--- src/rtl/cnn_pool_pkg.sv ---
// Shared definitions for the pool1 stage: default widths, SRAM region bases,
// FSM state and per-output phase encodings.
package cnn_pool_pkg;

  localparam int unsigned DATA_W_DEF = 32;
  localparam int unsigned ADDR_W_DEF = 16;
  localparam int unsigned CONV0_BASE = 0;
  localparam int unsigned POOL1_BASE = 4704;

  typedef enum logic [1:0] {
    ST_IDLE,
    ST_RUN,
    ST_DONE
  } state_t;

  typedef enum logic [2:0] {
    PH_P0,
    PH_P1,
    PH_P2,
    PH_P3,
    PH_P4,
    PH_P5
  } phase_t;

endpackage

--- src/rtl/pool_addr_gen.sv ---
// Channel/row/column walker for the 2x2 stride-2 pool; produces the window
// read address for tap i_tap and the pooled-output write address.
module pool_addr_gen
  import cnn_pool_pkg::*;
#(
  parameter int unsigned ADDR_W   = ADDR_W_DEF,
  parameter int unsigned CH       = 6,
  parameter int unsigned IN_DIM   = 28,
  parameter int unsigned IN_BASE  = CONV0_BASE,
  parameter int unsigned OUT_BASE = POOL1_BASE
) (
  input  logic              clk,
  input  logic              rst,
  input  logic              i_clr,
  input  logic              i_adv,
  input  logic [1:0]        i_tap,
  output logic [ADDR_W-1:0] o_rd_addr,
  output logic [ADDR_W-1:0] o_wr_addr,
  output logic              o_last
);

  localparam int unsigned OUT_DIM = IN_DIM / 2;

  localparam logic [ADDR_W-1:0] C_IN_DIM   = ADDR_W'(IN_DIM);
  localparam logic [ADDR_W-1:0] C_IN_SQ    = ADDR_W'(IN_DIM * IN_DIM);
  localparam logic [ADDR_W-1:0] C_OUT_DIM  = ADDR_W'(OUT_DIM);
  localparam logic [ADDR_W-1:0] C_OUT_SQ   = ADDR_W'(OUT_DIM * OUT_DIM);
  localparam logic [ADDR_W-1:0] C_IN_BASE  = ADDR_W'(IN_BASE);
  localparam logic [ADDR_W-1:0] C_OUT_BASE = ADDR_W'(OUT_BASE);
  localparam logic [ADDR_W-1:0] C_CH_MAX   = ADDR_W'(CH - 1);
  localparam logic [ADDR_W-1:0] C_OD_MAX   = ADDR_W'(OUT_DIM - 1);

  logic [ADDR_W-1:0] r_ch;
  logic [ADDR_W-1:0] r_orow;
  logic [ADDR_W-1:0] r_ocol;
  logic              w_ch_last;
  logic              w_orow_last;
  logic              w_ocol_last;
  logic [ADDR_W-1:0] w_row;
  logic [ADDR_W-1:0] w_col;

  assign w_ch_last   = (r_ch == C_CH_MAX);
  assign w_orow_last = (r_orow == C_OD_MAX);
  assign w_ocol_last = (r_ocol == C_OD_MAX);
  assign o_last      = w_ch_last && w_orow_last && w_ocol_last;

  always_ff @(posedge clk) begin
    if (!rst || i_clr) begin
      r_ch   <= '0;
      r_orow <= '0;
      r_ocol <= '0;
    end else if (i_adv) begin
      if (w_ocol_last) begin
        r_ocol <= '0;
        if (w_orow_last) begin
          r_orow <= '0;
          r_ch   <= w_ch_last ? '0 : r_ch + 1'b1;
        end else begin
          r_orow <= r_orow + 1'b1;
        end
      end else begin
        r_ocol <= r_ocol + 1'b1;
      end
    end
  end

  // i_tap[1] selects the lower input row, i_tap[0] the right-hand column
  assign w_row     = (r_orow << 1) + ADDR_W'(i_tap[1]);
  assign w_col     = (r_ocol << 1) + ADDR_W'(i_tap[0]);
  assign o_rd_addr = C_IN_BASE + r_ch * C_IN_SQ + w_row * C_IN_DIM + w_col;
  assign o_wr_addr = C_OUT_BASE + r_ch * C_OUT_SQ + r_orow * C_OUT_DIM + r_ocol;

endmodule

--- src/rtl/maxpool2x2_sram.sv ---
// 2x2 stride-2 max-pool over conv0 in SRAM, writing pool1 back to SRAM.
// Define POOL_RELU_EN to clamp negative maxima to zero on write.
module maxpool2x2_sram
  import cnn_pool_pkg::*;
#(
  parameter int unsigned DATA_W   = DATA_W_DEF,
  parameter int unsigned ADDR_W   = ADDR_W_DEF,
  parameter int unsigned CH       = 6,
  parameter int unsigned IN_DIM   = 28,
  parameter int unsigned IN_BASE  = CONV0_BASE,
  parameter int unsigned OUT_BASE = POOL1_BASE
) (
  input  logic              clk,
  input  logic              rst,
  input  logic              start,
  output logic              done,
  output logic [ADDR_W-1:0] sram_aa,
  output logic              sram_cena,
  input  logic [DATA_W-1:0] sram_qa,
  output logic [ADDR_W-1:0] sram_ab,
  output logic              sram_cenb,
  output logic              sram_wenb,
  output logic [DATA_W-1:0] sram_db
);

  state_t            r_state;
  state_t            w_state_nxt;
  phase_t            r_phase;
  phase_t            w_phase_nxt;
  logic [DATA_W-1:0] r_max;
  logic [DATA_W-1:0] w_wdata;
  logic              w_clr;
  logic              w_adv;
  logic              w_rd;
  logic              w_wr;
  logic              w_last;
  logic [1:0]        w_tap;
  logic [ADDR_W-1:0] w_rd_addr;
  logic [ADDR_W-1:0] w_wr_addr;

  pool_addr_gen #(
    .ADDR_W  (ADDR_W),
    .CH      (CH),
    .IN_DIM  (IN_DIM),
    .IN_BASE (IN_BASE),
    .OUT_BASE(OUT_BASE)
  ) u_addr (
    .clk      (clk),
    .rst      (rst),
    .i_clr    (w_clr),
    .i_adv    (w_adv),
    .i_tap    (w_tap),
    .o_rd_addr(w_rd_addr),
    .o_wr_addr(w_wr_addr),
    .o_last   (w_last)
  );

  always_ff @(posedge clk) begin
    if (!rst) begin
      r_state <= ST_IDLE;
      r_phase <= PH_P0;
      r_max   <= '0;
    end else begin
      r_state <= w_state_nxt;
      r_phase <= w_phase_nxt;
      // read data lags the address by one cycle: taps land in P1..P4
      if (r_state == ST_RUN) begin
        if (r_phase == PH_P1) begin
          r_max <= sram_qa;
        end else if ((r_phase == PH_P2 || r_phase == PH_P3 || r_phase == PH_P4) &&
                     ($signed(sram_qa) > $signed(r_max))) begin
          r_max <= sram_qa;
        end
      end
    end
  end

  always_comb begin
    w_state_nxt = r_state;
    w_phase_nxt = r_phase;
    w_clr       = 1'b0;
    w_adv       = 1'b0;
    w_rd        = 1'b0;
    w_wr        = 1'b0;
    w_tap       = r_phase[1:0];
    case (r_state)
      ST_IDLE, ST_DONE: begin
        if (start) begin
          w_state_nxt = ST_RUN;
          w_phase_nxt = PH_P0;
          w_clr       = 1'b1;
        end
      end
      ST_RUN: begin
        w_rd = (r_phase <= PH_P3);
        w_wr = (r_phase == PH_P5);
        if (r_phase == PH_P5) begin
          w_phase_nxt = PH_P0;
          w_adv       = 1'b1;
          if (w_last) begin
            w_state_nxt = ST_DONE;
          end
        end else begin
          w_phase_nxt = phase_t'(r_phase + 3'd1);
        end
      end
      default: w_state_nxt = ST_IDLE;
    endcase
  end

`ifdef POOL_RELU_EN
  assign w_wdata = r_max[DATA_W-1] ? '0 : r_max;
`else
  assign w_wdata = r_max;
`endif

  assign done      = (r_state == ST_DONE);
  assign sram_cena = ~w_rd;
  assign sram_aa   = w_rd ? w_rd_addr : '0;
  assign sram_cenb = ~w_wr;
  assign sram_wenb = ~w_wr;
  assign sram_ab   = w_wr ? w_wr_addr : '0;
  assign sram_db   = w_wr ? w_wdata : '0;

endmodule
--- config.mk ---
export PLATFORM = sky130hd
export DESIGN_NAME = maxpool2x2_sram
export DESIGN_NICKNAME = d
export VERILOG_FILES = /design/src/rtl/cnn_pool_pkg.sv /design/src/rtl/pool_addr_gen.sv /design/src/rtl/maxpool2x2_sram.sv
export SDC_FILE = /design/constraint.sdc
export NUM_CORES = 1
export LEC_CHECK = 0
export BUFFER_PORTS_ARGS = -buffer_cell sky130_fd_sc_hd__buf_4
export CAP_MARGIN = 20
export CELL_PAD_IN_SITES_DETAIL_PLACEMENT = 1
export CELL_PAD_IN_SITES_GLOBAL_PLACEMENT = 2
export CORE_MARGIN = 2
export CORE_UTILIZATION = 39
export CTS_CLUSTER_DIAMETER = 150
export DETAILED_ROUTE_END_ITERATION = 7
export PLACE_DENSITY_LB_ADDON = 0.25
export SLEW_MARGIN = 10
export SYNTH_ARGS = -nofsm -noshare
export SYNTH_HDL_FRONTEND = slang
export SYNTH_SLANG_ARGS = --single-unit
--- constraint.sdc ---
create_clock -name clk -period 13.3 [get_ports clk]
set_input_delay 1.33 -clock clk [delete_from_list [all_inputs] [get_ports clk]]
set_output_delay 1.33 -clock clk [all_outputs]
set_load 0.02 [all_outputs]
Word-level counts from Yosys, hierarchy flattened
Index checks and enable logic that the tools add are counted.
{ "totals": {"ff_bits": 85, "latch_bits": 0, "ram_bits": 0, "rom_bits": 0, "input_bits": 35, "n_memories": 0} }
{ "classes": {"add_sub_neg": 11, "n_mul": 4, "div": 0, "magnitude_cmp": 2, "n_eq_ne": 13, "shift": 0, "n_mux": 21, "n_bitwise": 2, "n_reduce_logical": 16} }
{ "op_table": {"columns": ["cell", "count"], "rows": [
  ["$mux W32", 3],
  ["$mux W16", 5],
  ["$add A16 B16 Y16", 4],
  ["$add A16 B1 Y16 const B", 3],
  ["$add A16 B1 Y16", 2],
  ["$eq A16 B4 Y1 const B", 2],
  ["$gt A32 B32 Y1", 1],
  ["$add A13 B16 Y16 const A", 1],
  ["$eq A16 B3 Y1 const B", 1],
  ["$mul A16 B3 Y14 const B", 1],
  ["$mul A16 B3 Y15 const B", 1],
  ["$mul A16 B6 Y12 const B", 1],
  ["$mul A16 B6 Y14 const B", 1],
  ["$eq A3 B2 Y1 const B", 2],
  ["$eq A3 B3 Y1 const B", 2],
  ["$mux W1", 6],
  ["$mux W2", 3],
  ["$mux W3", 2],
  ["$pmux W3 S2", 1],
  ["$reduce_and A2 Y1", 3],
  ["$reduce_and A3 Y1", 2],
  ["$ne A2 B1 Y1 const B", 2],
  ["$pmux W2 S2", 1],
  ["$reduce_bool A2 Y1", 2],
  ["12 further kinds", 17]
]} }

Depth between registers and ports, before layout
Gate-level depths: netlist (run 1).
{ "logic_depth": {"word_depth": 6, "depth_mapped": 20, "depth_no_buf": 20} }

Cells and area by module
A second synthesis (run 1) with hierarchy kept.
{ "hier_totals": {"hier_cells": 1087, "hier_area_um2": 9190.1} }
{ "by_module_without_submodules": {"columns": ["mod", "n_inst", "cells_each", "area_per_inst_um2"], "rows": [
  ["pool_addr_gen", 1, 720, 6369.9],
  ["maxpool2x2_sram", 1, 367, 2820.2]
]} }

Least setup slack after synthesis (run 1)
OpenSTA, ideal clock, no wires.
{ "synth_timing": {"path_kind": "register to output", "from": "register u_addr.r_ch[3]", "to": "output sram_ab[15]", "arrival_time_ps": 4899, "required_time_ps": 11970, "setup_slack_ps": 7071, "stages_incl_launch_ff": 20, "path_buffers": 0, "cell_sequence": "dfxtp_1 -> inv_1 -> ha_1 -> fa_1 -> inv_1 -> ha_1 -> fa_1 -> a21o_1 -> a21oi_1 -> xnor2_1 -> ha_1 -> inv_1 -> fa_1 -> ha_1 -> nand3_1 -> nand2_1 -> a41o_1 -> o41a_1 -> xnor3_1 -> and2_1"} }
{ "synth_via": {"elab_chain_len": 5} }
{ "synth_lines": {"columns": ["item", "line_no", "source"], "rows": [
  ["start: declaration", "pool_addr_gen.sv:33", "logic [ADDR_W-1:0] r_ch;"],
  ["start signal: assignment", "pool_addr_gen.sv:57", "r_ch <= w_ch_last ? '0 : r_ch + 1'b1;"],
  ["$mul A16 B6 Y14", "pool_addr_gen.sv:71", "assign o_wr_addr = C_OUT_BASE + r_ch * C_OUT_SQ + r_orow * C_OUT_DIM + r_ocol;"],
  ["$add A13 B16 Y16", "pool_addr_gen.sv:71", null],
  ["$add A16 B16 Y16 (2 in a row)", "pool_addr_gen.sv:71", null],
  ["$mux W16", "maxpool2x2_sram.sv:122", "assign sram_ab = w_wr ? w_wr_addr : '0;"],
  ["end: declaration", "maxpool2x2_sram.sv:20", "output logic [ADDR_W-1:0] sram_ab,"]
]} }
No other way between the ends.

Final worst setup path (run 1)
{ "layout_timing": {"from": "register u_addr.r_ch[0]", "to": "output sram_ab[15]"} }
The elaborated chain is that of the path after synthesis.

==> impl_metrics.json, run 1 <==
{
  "status": "finished clean",
  "pre_cts_slack_ns": 6.66,
  "final-setup-viol-count": 0,
  "synth_seq_area_share": 0.192,
  "place.gp.congestion": 0.842,
  "diodes": 0,
  "clk_path_buf_depth": 2,
  "num_rows": 55,
  "max_freq_ghz": 0.143,
  "cp_max_fo": 7,
  "tightest_slew_ns": 0.767,
  "stdcell_area_um2": 10200,
  "synth_fp_nets": 1304,
  "vias_per_cell": 5.16,
  "power_frac_comb": 0.086,
  "cts_tree": "done",
  "io_pins": 103,
  "clock_latency_ns": 0.36,
  "yosysWarnings": 0,
  "critical_path.max_stage_delay_ns": 0.46,
  "dieArea_um2": 23900,
  "root_buffer": "clkbuf_16",
  "grt.total_usage": 0.209,
  "crit_path_end_kind": "primary output",
  "rsz0062_at_grt": "no",
  "postPlaceCellArea_um2": 9870,
  "grt_pass1_vias": 7732,
  "grt_pass1_wl_mm": 39.8,
  "synth_seq_cells": 85,
  "postCtsSetupBuffers": 0,
  "ant_nets": 0,
  "clk_pin_slew_ns": 0.07,
  "path_common_cell": "ha_1",
  "p_sw_frac": 0.246,
  "worst-path-buf-inv": 2,
  "mostFrequentLayoutCell": "ha_1",
  "firstDrtPassIters": 4,
  "p_int_mw": 0.450,
  "critPathArrivalTime_ns": 5.67,
  "h-tree-depth": 3,
  "drc": 0,
  "finalPower_mw": 0.597,
  "syn_inst": 1080,
  "cts_buffers": 9,
  "synthArstFlopShare": 0,
  "ys_types": 62,
  "power_frac_clock": 0.479,
  "grt-ovfl-total": 0,
  "fin_tns_setup_ns": 0,
  "syn_area_per_cell_um2": 8.20,
  "power_per_cell_area_nw_per_um2": 58.6,
  "die_h_um": 155,
  "layout_common_cells": "140 x ha_1, 134 x inv_1, 123 x nor2_1",
  "layout_min_cycle_time_ns": 7.00,
  "worstPathRequired_ns": 11.97,
  "die_w_um": 155,
  "pwr-share-seq": 0.435,
  "syn-cell-area_um2": 8860,
  "crit_path_start_kind": "register",
  "finalClockSkew_ns": 0.0108,
  "power_leakage_nw": 4.94,
  "worst-setup-path-type": "reg2out",
  "holdBufCountCts": 0,
  "cp_slowest_cell": "fa_1",
  "cp_cell_sequence": "ha_1, fa_1, ha_1, ha_1, fa_1, a21o_1, a21oi_1, xnor2_1, ha_1, inv_1, fa_1, ha_1, nand3_1, nand2_1, a41o_1, o41a_1, xnor3_1, and2_1, buf_4",
  "io_buffers": 102,
  "slew_headroom": 0.484,
  "ctsResizeCount": 0,
  "fin_ws_ns": 6.30,
  "slew_violations": 0,
  "hold_violations": 0,
  "synth_ff_type": "dfxtp_1",
  "ir_worst_vdd_uv": 46.7,
  "p_switching_mw": 0.147,
  "synth-edff-count": 0,
  "timing.hold.ws_ns": 0.461,
  "wl_per_cell_um": 16.8,
  "hpwl_mm": 20.3,
  "grt_max_degree": 73,
  "cts_sinks": 85,
  "drt_iter0_markers": 253,
  "wirelength_mm": 24.5,
  "antenna_found_initial": 0,
  "nNetsFinal": 1391,
  "start_util": 0.395,
  "maxCapViolCount": 0,
  "path_delay_family": "adder cells",
  "drive_above_1_share": 0.110,
  "vias": 7519,
  "areaGrowthSynthToFinish_pct": 15.1,
  "fin_crit_sh": 0.526,
  "hp-class": "reg2reg",
  "core_area_um2": 22400
}
-- tightest hold or removal path: stages, from the launching register on --
cell and delay, ns:
dfxtp_1 0.31, nand2_1 0.05, mux2i_1 0.05
-- cell usage after synthesis (all sizes together), types with 5 or more instances --
master | count | area, um2
ha | 140 | 1750
inv | 135 | 512
nor2 | 123 | 462
nand2 | 106 | 398
dfxtp | 85 | 1700
xnor2 | 56 | 490
a21oi | 53 | 265
fa | 49 | 981
nor3 | 33 | 175
mux2i | 32 | 320
nand3 | 31 | 160
xor2 | 31 | 272
o21ai | 30 | 150
nand4 | 19 | 119
a21o | 16 | 120
clkbuf | 15 | 56.3
buf | 12 | 67.6
and3 | 11 | 68.8
nor2b | 11 | 68.8
or3 | 11 | 68.8
and2 | 9 | 58.8
nor4 | 7 | 58.8
o21a | 6 | 45.0
a211oi | 5 | 37.5
-- sequential cells by signal, summed over array words and instances (netlist names) --
register / flops
u_addr.r_orow: 16
r_phase: 3
u_addr.r_ocol: 16
r_state: 2
r_max: 32
u_addr.r_ch: 16
-- power groups by stage --
stage          Sequential, mW  Combinational [mW]  Clock, mW
2_1_floorplan           0.265              0.0324          0
3_5_place_dp            0.266              0.0522          0
6_report                0.260              0.0516      0.286
5_1_grt                 0.260              0.0591      0.302
4_1_cts                 0.260              0.0526      0.294
3_3_place_gp            0.265              0.0514          0
-- area by class of cell --
type | count | area [um2]
Timing Repair Buffer | 103 | 773
Fill cell | 2775 | 12200
Clock buffer | 11 | 243
Multi-Input combinational cell | 833 | 6530
Tap cell | 285 | 357
Clock inverter | 5 | 82.6
Inverter | 135 | 512
Sequential cell | 85 | 1700
-- kinds of logic (layout without fill, tap and decap cells) --
group           Yosys count  in the layout  synth area share
flops                    85             85             0.192
buf+inv                 162            254            0.0718
xor+xnor                 88             88            0.0886
compound gates          139            139            0.0969
simple gates            385            385             0.206
mux                      32             32            0.0362
fa+ha+maj               189            189             0.309
-- path summary, 6_finish.rpt --
kind / from / end / slack, ns / cells after the start
worst max-delay path: u_addr.r_ch[0] / sram_ab[15] / 6.30 / 19
worst min-delay path: r_max[2] / r_max[2] / 0.46 / 2
worst max register to register: r_max[31] / r_max[16] / 9.95 / 10
worst min register to register: r_max[2] / r_max[2] / 0.46 / 2
-- metrics by stage --
step	utilization	instances
floorplan	-	1080
global placement	0.440	1441
detailed placement	0.440	1441
CTS	0.454	1457
global route	0.454	1457
finish	0.454	1457
-- routing by layer --
metal	vias up	global-route usage	wire (um)	share of wire
li1	3788	-	-	-
met1	3651	0.293	12000	0.49
met2	62	0.347	11600	0.47
met4	0	0.0370	250	0.010
met3	18	0.0303	628	0.026
met5	-	0	0	0
No activity file was read; power rests on OpenSTA's default activity.
==> run 2, diff against run 1 <==
ABC_AREA = 1   (was unset)
CORE_UTILIZATION = 31   (was 39)
clock period = 6.4 ns   (was 13.3 ns; I/O delays follow)
==> impl_metrics.json, run 2 <==
{
  "vias": 8825,
  "slew_violations": 0,
  "fin_util": 0.364,
  "place.gp.congestion": 0.871,
  "grt_pass1_wl_mm": 48.0,
  "grt_pass1_vias": 9237,
  "synthTopCellsByCount": "251 x inv_1, 213 x nand2_1, 147 x nor2_1",
  "ir_worst_vdd_uv": 104,
  "drc": 0,
  "min_path_cells": 2,
  "min_to": "r_max[8]",
  "layout_min_cycle_time_ns": 5.96,
  "cp_slowest_cell": "fa_1",
  "r2r_end": "u_addr.r_ch[5]",
  "place_inst": 1833,
  "grt.total_usage": 0.183,
  "syn_inst": 1362,
  "die_w_um": 180,
  "finalClockSkew_ns": 0.00682,
  "diodes": 0,
  "wl_per_cell_um": 15.7,
  "cts_sinks": 85,
  "h-tree-depth": 3,
  "hold_violations": 0,
  "ys_types": 48,
  "grt_max_degree": 67,
  "areaGrowthSynthToFinish_pct": 15.9,
  "synth_top_area_share": 0.183,
  "root_buffer": "clkbuf_16",
  "max_freq_ghz": 0.168,
  "cp_cell_sequence": "ha_1, fa_1, ha_1, ha_1, fa_1, xor2_1, fa_1, ha_1, ha_1, nand2_1, nor2_1, a211oi_1, nand2_1, a21o_1, xnor2_1, nor2_1, buf_4",
  "num_rows": 64,
  "io_pins": 103,
  "status": "finished clean",
  "ys_top_cells_by_area": "ha_1 18%, dfxtp_1 18%, fa_1 10%",
  "die_h_um": 180,
  "slew_headroom": 0.417,
  "fin_crit_sh": 0.931,
  "mostFrequentLayoutCell": "inv_1",
  "postCtsSetupBuffers": 0,
  "crit_path_end_kind": "primary output",
  "power_per_cell_area_nw_per_um2": 122,
  "drive_above_1_share": 0.107,
  "io_buffers": 102,
  "layout_common_cells": "250 x inv_1, 213 x nand2_1, 147 x nor2_1",
  "postPlaceCellArea_um2": 10700,
  "reg2reg_slack_ns": 3.55,
  "worst-setup-path-type": "reg2out",
  "ant_nets": 0,
  "rsz0062_at_grt": "no",
  "crit_path_start_kind": "register",
  "yosysMostFrequentCell": "inv_1",
  "critical_path.max_stage_delay_ns": 0.47,
  "worstPathRequired_ns": 5.76,
  "fin_cells": 1849,
  "stdcell_area_um2": 11100,
  "tightest_slew_ns": 0.875,
  "synthArstFlopShare": 0,
  "largest_reg_flops": 32,
  "top_register": "r_max",
  "syn-cell-area_um2": 9570,
  "wirelength_mm": 29.0,
  "synth_fp_nets": 1586,
  "hp-class": "reg2reg",
  "clock_latency_ns": 0.36,
  "cts_buffers": 9,
  "critPathArrivalTime_ns": 5.32,
  "maxCapViolCount": 0,
  "synth_seq_cells": 85,
  "path_common_cell": "ha_1",
  "vias_per_cell": 4.77,
  "clk_path_buf_depth": 2,
  "antenna_found_initial": 0,
  "cts_tree": "done",
  "start_util": 0.314,
  "cp_max_fo": 7,
  "dieArea_um2": 32300,
  "core_area_um2": 30500,
  "clk_pin_slew_ns": 0.07,
  "nNetsFinal": 1673,
  "timing.hold.ws_ns": 0.482,
  "yosysTopAreaCell": "ha_1",
  "synth_seq_area_share": 0.178,
  "power_leakage_nw": 5.38,
  "final-setup-viol-count": 0,
  "synth-edff-count": 0,
  "min_from": "r_max[8]",
  "grt-ovfl-total": 0,
  "rr_worst_depth": 10,
  "fin_tns_setup_ns": 0,
  "timing.rr.start": "r_phase[1]",
  "hpwl_mm": 24.0,
  "yosysWarnings": 0,
  "synth_ff_type": "dfxtp_1",
  "drt_iter0_markers": 242,
  "syn_area_per_cell_um2": 7.02,
  "firstDrtPassIters": 4
}
-- run 2: per-stage QoR --
stage	power (mW)	setup slack [ns]
final	1.35	0.439
after global routing	1.42	0.133
after floorplan	0.672	1.32
after detailed placement	0.731	0.830
after CTS	1.38	0.400
after global placement	0.724	0.912
-- run 2: timing repair --
| action | CTS | global route |
|---|---|---|
| hold buffers | 0 | 0 |
| setup endpoints to repair | 0 | 1 |
| gates resized for setup | 0 | 1 |
-- run 2: report_power, final --
part	switching [mW]	total [mW]	internal [mW]
registers	0.00792	0.549	0.541
clock network	0.255	0.638	0.383
logic	0.105	0.168	0.0623
total	0.369	1.35	0.986
-- run 2: kinds of logic (layout without fill, tap and decap cells) --
logic type               after synthesis  count (layout)  share of synthesized area
AO/OA/AOI/OAI                        225             225                      0.128
XOR/XNOR                              53              53                     0.0485
adder cells (fa/ha/maj)              189             189                      0.286
buffers and inverters                286             377                      0.113
flip-flops                            85              85                      0.178
AND/OR/NAND/NOR                      524             524                      0.247
-- run 2: worst max path at each step --
stage	to	start	slack (ns)	cells past startpoint
after global placement	sram_ab[14]	u_addr.r_orow[0]	0.91	21
after floorplan	sram_ab[15]	u_addr.r_ch[3]	1.32	19
after global routing	sram_ab[13]	u_addr.r_ch[0]	0.13	17
final	sram_ab[13]	u_addr.r_ch[0]	0.44	17
after detailed placement	sram_ab[14]	u_addr.r_orow[0]	0.83	21
after CTS	sram_ab[14]	u_addr.r_orow[0]	0.40	21
-- run 2: routing by layer --
layer | GRT usage | vias to the layer above | share of wire
met4 | 0.0380 | 0 | 0.013
met5 | 0 | - | 0
met1 | 0.233 | 4161 | 0.46
met3 | 0.0267 | 18 | 0.028
li1 | - | 4540 | -
met2 | 0.329 | 106 | 0.50
-- run 2: cell type report --
cell class | instances | area (um2)
tap | 396 | 495
sequential | 85 | 1700
timing repair buffer | 105 | 813
clock inverter | 5 | 108
inverter | 257 | 965
clock buffer | 10 | 229
multi-input combinational | 991 | 6780
fill | 3873 | 19400
-- run 2: critical path, delay by kind of cell, from the launching register on --
kind | cells | cell delay, ns
compound gates | 2 | 0.51
flops | 1 | 0.46
buf+inv | 1 | 0.16
xor+xnor | 2 | 0.53
fa+ha+maj | 8 | 2.88
simple gates | 4 | 0.41
==> run 3, diff against run 2 <==
CORE_UTILIZATION = 34   (was 31)
clock period = 6 ns   (was 6.4 ns; I/O delays follow)
==> impl_metrics.json, run 3 (synthesis results as in run 2) <==
{
  "worstPathRequired_ns": 5.40,
  "top_register": "r_max",
  "layout_common_cells": "250 x inv_1, 213 x nand2_1, 147 x nor2_1",
  "fin_util": 0.401,
  "ant_nets": 0,
  "clk_pin_slew_ns": 0.07,
  "clk_path_buf_depth": 2,
  "finalClockSkew_ns": 0.0136,
  "grt_max_degree": 67,
  "hold_violations": 0,
  "finalPower_mw": 1.36,
  "grt-ovfl-total": 0,
  "slew_headroom": 0.463,
  "drt_iter0_markers": 285,
  "worst-setup-path-type": "reg2out",
  "areaGrowthSynthToFinish_pct": 16.4,
  "vias": 8972,
  "io_buffers": 102,
  "postCtsSetupBuffers": 0,
  "pre_cts_slack_ns": 0.465,
  "max_freq_ghz": 0.175,
  "status": "finished clean",
  "hp-class": "reg2reg",
  "start_util": 0.344,
  "die_w_um": 172,
  "fin_crit_sh": 0.951,
  "crit_path_start_kind": "register",
  "holdBufCountCts": 0,
  "critPathArrivalTime_ns": 5.10,
  "drive_above_1_share": 0.124,
  "ir_worst_vdd_uv": 92.0,
  "largest_reg_flops": 32,
  "diodes": 0,
  "nFillCells": 3614,
  "place.gp.congestion": 0.884,
  "tightest_slew_ns": 0.804,
  "rsz0062_at_grt": "no",
  "antenna_found_initial": 0,
  "layout_min_cycle_time_ns": 5.70,
  "final-setup-viol-count": 0,
  "power_per_cell_area_nw_per_um2": 122,
  "num_rows": 61,
  "firstDrtPassIters": 5,
  "crit_path_end_kind": "primary output",
  "grt.total_usage": 0.204,
  "nNetsFinal": 1677,
  "fin_ws_ns": 0.296,
  "fin_tns_setup_ns": 0,
  "root_buffer": "clkbuf_16",
  "grt_pass1_wl_mm": 47.3,
  "vias_per_cell": 4.89,
  "wl_per_cell_um": 16.0,
  "cts_sinks": 85,
  "cts_tree": "done",
  "mostFrequentLayoutCell": "inv_1",
  "h-tree-depth": 3,
  "wirelength_mm": 29.3,
  "timing.hold.ws_ns": 0.481,
  "cp_max_fo": 5,
  "drc": 0,
  "core_area_um2": 27800,
  "slew_violations": 0,
  "die_h_um": 172,
  "hpwl_mm": 24.4,
  "reg2reg_slack_ns": 3.30,
  "cts_buffers": 9,
  "maxCapViolCount": 0,
  "power_leakage_nw": 5.37,
  "io_pins": 103,
  "dieArea_um2": 29500,
  "clock_latency_ns": 0.36,
  "grt_pass1_vias": 9102
}
-- run 3: critical path, stage by stage, from the launching register on --
cell      delay (ns)
dfxtp_1         0.35
ha_1            0.33
fa_1            0.50
ha_1            0.33
ha_1            0.24
fa_2            0.38
a31oi_2         0.24
o21ai_0         0.11
a21oi_1         0.21
xnor2_1         0.17
fa_1            0.45
ha_1            0.34
ha_4            0.30
nand3_1         0.12
o211ai_1        0.22
a21oi_2         0.07
nand3_1         0.10
nand2_1         0.05
nor2_1          0.10
buf_4           0.15
-- run 3: metrics by stage --
| stage | instances | instance area [um2] |
|---|---|---|
| floorplan | 1362 | 9570 |
| global placement | 1818 | 10700 |
| detailed placement | 1819 | 10800 |
| CTS | 1834 | 11000 |
| global route | 1835 | 11100 |
| finish | 1835 | 11100 |
-- run 3: area by class of cell --
class | instances | area (um2) | share of cell area
clock buffers | 9 | 225 | 0.0202
clock inverters | 6 | 68.8 | 0.00618
inverters | 257 | 965 | 0.0866
multi-input cells | 991 | 6850 | 0.615
flip-flops and latches | 85 | 1710 | 0.154
well taps | 378 | 473 | 0.0425
repair buffers | 109 | 851 | 0.0764
-- run 3: metal layers --
layer / routed length, um / part of all wire / global-route usage / vias up
met3: 850 / 0.029 / 0.0239 / 26
met1: 13700 / 0.47 / 0.264 / 4283
met4: 470 / 0.016 / 0.0482 / 0
met2: 14300 / 0.49 / 0.360 / 119
met5: 0 / 0 / 0 / -
li1: - / - / - / 4544
-- run 3: worst paths after layout --
check | start | end | cells past startpoint
setup reg to reg | r_max[19] | r_max[6] | 14
hold reg to reg | u_addr.r_ch[3] | u_addr.r_ch[3] | 1
hold / removal | u_addr.r_ch[3] | u_addr.r_ch[3] | 1
setup / recovery | u_addr.r_ch[1] | sram_ab[15] | 19
-- run 3: what timing repair did --
| item | in CTS | in global routing |
|---|---|---|
| hold endpoints to repair | 0 | 0 |
| resized for setup | 0 | 23 |
| endpoints found under the setup margin | 0 | 5 |
-- run 3: power by group --
part           leakage (nW)  switching, mW  internal [mW]
clock network         0.143          0.268          0.325
logic                  4.54          0.113         0.0685
registers             0.691        0.00850          0.577
